===== config.mk =====
export PLATFORM = sky130hd
export DESIGN_NAME = bpu_pht
export DESIGN_NICKNAME = d
export VERILOG_FILES = /design/src/rtl/bpu_pht.sv
export SDC_FILE = /design/constraint.sdc
export NUM_CORES = 1
export LEC_CHECK = 0
export CELL_PAD_IN_SITES_DETAIL_PLACEMENT = 1
export CELL_PAD_IN_SITES_GLOBAL_PLACEMENT = 2
export CORE_AREA = 2 2 103 180
export DETAILED_ROUTE_END_ITERATION = 10
export DIE_AREA = 0 0 105 182
export HOLD_SLACK_MARGIN = 0.06
export PLACE_DENSITY_LB_ADDON = 0.12
export SETUP_SLACK_MARGIN = 0.1
export SLEW_MARGIN = 20
export SYNTH_ARGS = -nofsm -noshare
export SYNTH_HDL_FRONTEND = slang
export SYNTH_SLANG_ARGS = --single-unit

===== constraint.sdc =====
create_clock -name clk -period 4.82 [get_ports clk]
set_input_delay 0.482 -clock clk [delete_from_list [all_inputs] [get_ports clk]]
set_output_delay 0.482 -clock clk [all_outputs]
set_load 0.01 [all_outputs]

===== src/rtl/bpu_pht.sv =====
// bpu_pht: pattern history table of saturating counters, bimodal or gshare indexed,
// combinational lookup with read-before-write training at branch resolution.
module bpu_pht #(
   parameter int PC_W     = 32,
   parameter int IDX_W    = 6,
   parameter int CNT_W    = 2,
   parameter int GHR_W    = 0,
   parameter int CNT_INIT = 1,
   localparam int GW      = (GHR_W > 0) ? GHR_W : 1
) (
   input  logic             clk,
   input  logic             rst_n,
   input  logic [PC_W-1:0]  lkp_pc_i,
   output logic             lkp_pred_o,
   output logic [CNT_W-1:0] lkp_cnt_o,
   output logic [IDX_W-1:0] lkp_idx_o,
   input  logic             upd_vld_i,
   input  logic [IDX_W-1:0] upd_idx_i,
   input  logic             upd_taken_i,
   input  logic             ghr_flush_i,
   output logic [GW-1:0]    ghr_o
);
   localparam int N = 1 << IDX_W;
   localparam logic [CNT_W-1:0] INIT = CNT_INIT[CNT_W-1:0];
   localparam logic [CNT_W-1:0] CMAX = '1;
   logic [CNT_W-1:0] tbl [N];
   logic [GW-1:0]    ghr;
   logic [IDX_W-1:0] hist;
   logic [CNT_W-1:0] cur, nxt;
   logic             unused_pc;
   assign unused_pc  = ^lkp_pc_i;
   assign hist       = (GHR_W > 0) ? IDX_W'(ghr) : '0;
   assign lkp_idx_o  = lkp_pc_i[IDX_W+1:2] ^ hist;
   assign lkp_cnt_o  = tbl[lkp_idx_o];
   assign lkp_pred_o = lkp_cnt_o[CNT_W-1];
   assign ghr_o      = ghr;
   // saturating step; for a 1-bit counter this reduces to taking the outcome
   assign cur = tbl[upd_idx_i];
   assign nxt = upd_taken_i ? ((cur == CMAX) ? cur : cur + 1'b1)
                            : ((cur == '0) ? cur : cur - 1'b1);
   always_ff @(posedge clk) begin
      if (!rst_n) begin
         for (int i = 0; i < N; i++) tbl[i] <= INIT;
         ghr <= '0;
      end else begin
         if (upd_vld_i) tbl[upd_idx_i] <= nxt;
         if (ghr_flush_i || GHR_W == 0) ghr <= '0;
         else if (upd_vld_i) ghr <= (ghr << 1) | GW'(upd_taken_i);
      end
   end
endmodule


==> metrics <==
GRT Util Overall=0.263; RSZ-0062 raised after global routing=false; DRC=0; largest net degree at the start of global routing=58; worst hold path class=in2reg; Slew Limit Fails=0; core box area=17,700 um2; worst path bufs/invs=3; height of the chip=182 um; VDD IR max=228 uV; Worst-Margin Slew=0.874 ns; Finished Layout Cells=901; Placer Congestion=0.840; CTS H-Tree Depth=4; Port Buffers=24; slowest cell on the critical path=clkdlybuf4s50_1; status=completed; initial DRC count=368; Hold Slack=0.544 ns; Max Fclk=255 MHz; Comb pwr share=0.125; Rows=65; synthesized area per cell=11.6 um2; dpl hpwl=17,000 um; area of the die=19,100 um2; CP max FO=24; Clock Skews=0.0104 ns; post-layout min period=3.92 ns; commonest non-fill, non-tap cell in the layout=nand2_1; Syn Std Cell Area=7640 um2; met3 WL post-DR=847 um; worst path arrival time=4.19 ns; Post-synth top flop=edfxtp_1; DRT met1 WL=8920 um; Final nets=696; Area Growth Syn to Fin=12.3%; first-pass GRT wire length=36,400 um; Hold Vio Cnt, Final=0; DRT antenna net count=0; Routed WL=23,900 um; Post-synth ARST share=0; CTS tree=built; initial antenna violation count=1; switching power=0.760 mW; register area share after synthesis=0.503; CP max stage delay=0.93 ns; CP top delay family=buffers and inverters; Flop pwr share=0.423; commonest non-fill, non-tap cells in the layout=131 x nand2_1, 128 x edfxtp_1, 68 x nor2_1; worst setup path class=in2reg; routed vias=5,574; Critical Path Sink Type=flop; post-CTS sizing=0; Sw Ratio=0.253; Setup Viol. Count Final=0; Internal=2.24 mW; Highest Signal Layer=met4; number of global-route vias before repair=5,945; routed length per instance=26.5 um; post-synth cell types=49; Setup TNS=0 ns; number of flops mapped to enable cells by yosys=128; cts hold-fix bufs=0; Worst R2R Setup Slack=1.40 ns; fin crit share=0.813; layout cells sized above 1=0.221; clock power share=0.452; critical path launch point type=primary input; flops & latches, synth=128; Mapped Nets=700; pwr/cell area=350 nW/um2; clock buffer count from CTS=17; First-pass DRT Iterations=5; P_leak=2.72 nW; critical path data required time=5.09 ns; Initial Util=0.431; Die Wd=105 um; CTS sink count=128; Max-slew headroom=0.418; total grt overflow=0; top flop regs=tbl (128); CTS clock-pin slew for the worst setup and hold paths=0.06 ns; post-CTS setup buffer count=0; Tot Pwr=3.00 mW; Largest Register=tbl; CP Cell Sequence=clkdlybuf4s50_1, buf_4, nor2b_1, a221oi_1, o32ai_1, a31oi_1, and4_1, maj3_2, buf_4, nor2_1; cell count after synthesis=657; maximum buffer depth of the clock tree=2; max FFs per register=128; Top-Level Pins=53; Synth Warn #=0; Vias/cell=6.19; met2 WL=12,700 um; max_cap viols=0; CTS Root Cell=clkbuf_16; clk_lat worst skew=0.43 ns; DP Cell Count=868; Worst path most repeated cell=buf_4
-- worst reg2reg max path, stage by stage (launching register included) --
cell,delay [ns]
edfxtp_1,0.40
mux2_1,0.30
mux4_2,0.52
o31ai_1,0.37
o2111ai_1,0.22
and3b_1,0.27
maj3_2,0.55
buf_4,0.42
nor2_1,0.11
-- synthesized netlist by cell type (3+ instances only) --
cell type / n / area (um2)
buf_2: 9 / 45.0
and2_1: 4 / 25.0
a211oi_1: 3 / 22.5
nand3b_1: 3 / 22.5
nand3_1: 62 / 310
nand3_2: 12 / 120
nor3_1: 6 / 30.0
inv_1: 3 / 11.3
buf_4: 15 / 113
mux2i_1: 16 / 160
o21ai_0: 9 / 45.0
nand2_1: 131 / 492
nor2_1: 68 / 255
a21oi_1: 6 / 30.0
clkbuf_1: 34 / 128
buf_6: 13 / 146
a221oi_1: 13 / 114
nor2b_1: 11 / 68.8
o221ai_1: 3 / 26.3
mux2_2: 10 / 113
a22oi_1: 9 / 67.6
buf_1: 5 / 18.8
and3_1: 4 / 25.0
mux4_2: 52 / 1170
edfxtp_1: 128 / 3840
-- path summary, 6_finish.rpt --
check	startpoint	cells past startpoint	end
worst max-delay path	upd_idx_i[0]	10	tbl[53][1]
worst min-delay path	rst_n	2	tbl[52][1]
worst max register to register	tbl[43][0]	8	tbl[53][1]
worst min register to register	tbl[22][0]	7	tbl[39][0]
-- per-stage QoR --
stage	area (um2)	setup WS (ns)	utilization
global route	8570	0.747	0.483
detailed placement	7950	0.535	0.448
CTS	8570	0.952	0.483
global placement	7950	0.591	0.448
finish	8570	0.901	0.484
floorplan	7640	1.57	-
-- logic make-up (layout without fill, tap and decap cells) --
logic type               Yosys count  in the layout  synth area share
multiplexers                      79             79             0.191
AND/OR/NAND/NOR                  316            316             0.193
AO/OA/AOI/OAI                     52             52            0.0496
flip-flops                       128            128             0.503
adder cells (fa/ha/maj)            2              2           0.00279
buffers and inverters             79             88            0.0605
other                              1              2          0.000491
-- final cells by class --
type / count / area (um2)
Fill cell: 1908 / 9160
Sequential cell: 128 / 3840
Multi-Input combinational cell: 450 / 3350
Timing Repair Buffer: 53 / 450
Clock buffer: 17 / 425
Tap cell: 234 / 293
Clock inverter: 15 / 194
Inverter: 3 / 11.3
Antenna cell: 1 / 2.50
-- per-layer routing --
layer | track usage | vias to the layer above
met5 | 0 | -
met4 | 0.161 | 0
met3 | 0.0445 | 74
met2 | 0.470 | 173
met1 | 0.288 | 2880
li1 | - | 2447
-- power groups by stage --
stage	combinational (mW)	sequential [mW]	clock [mW]
2_1_floorplan	0.285	1.28	0
3_3_place_gp	0.366	1.29	0
3_5_place_dp	0.376	1.29	0
4_1_cts	0.377	1.27	1.38
5_1_grt	0.402	1.27	1.41
6_report	0.374	1.27	1.36
(Power assumes the default switching activity.)
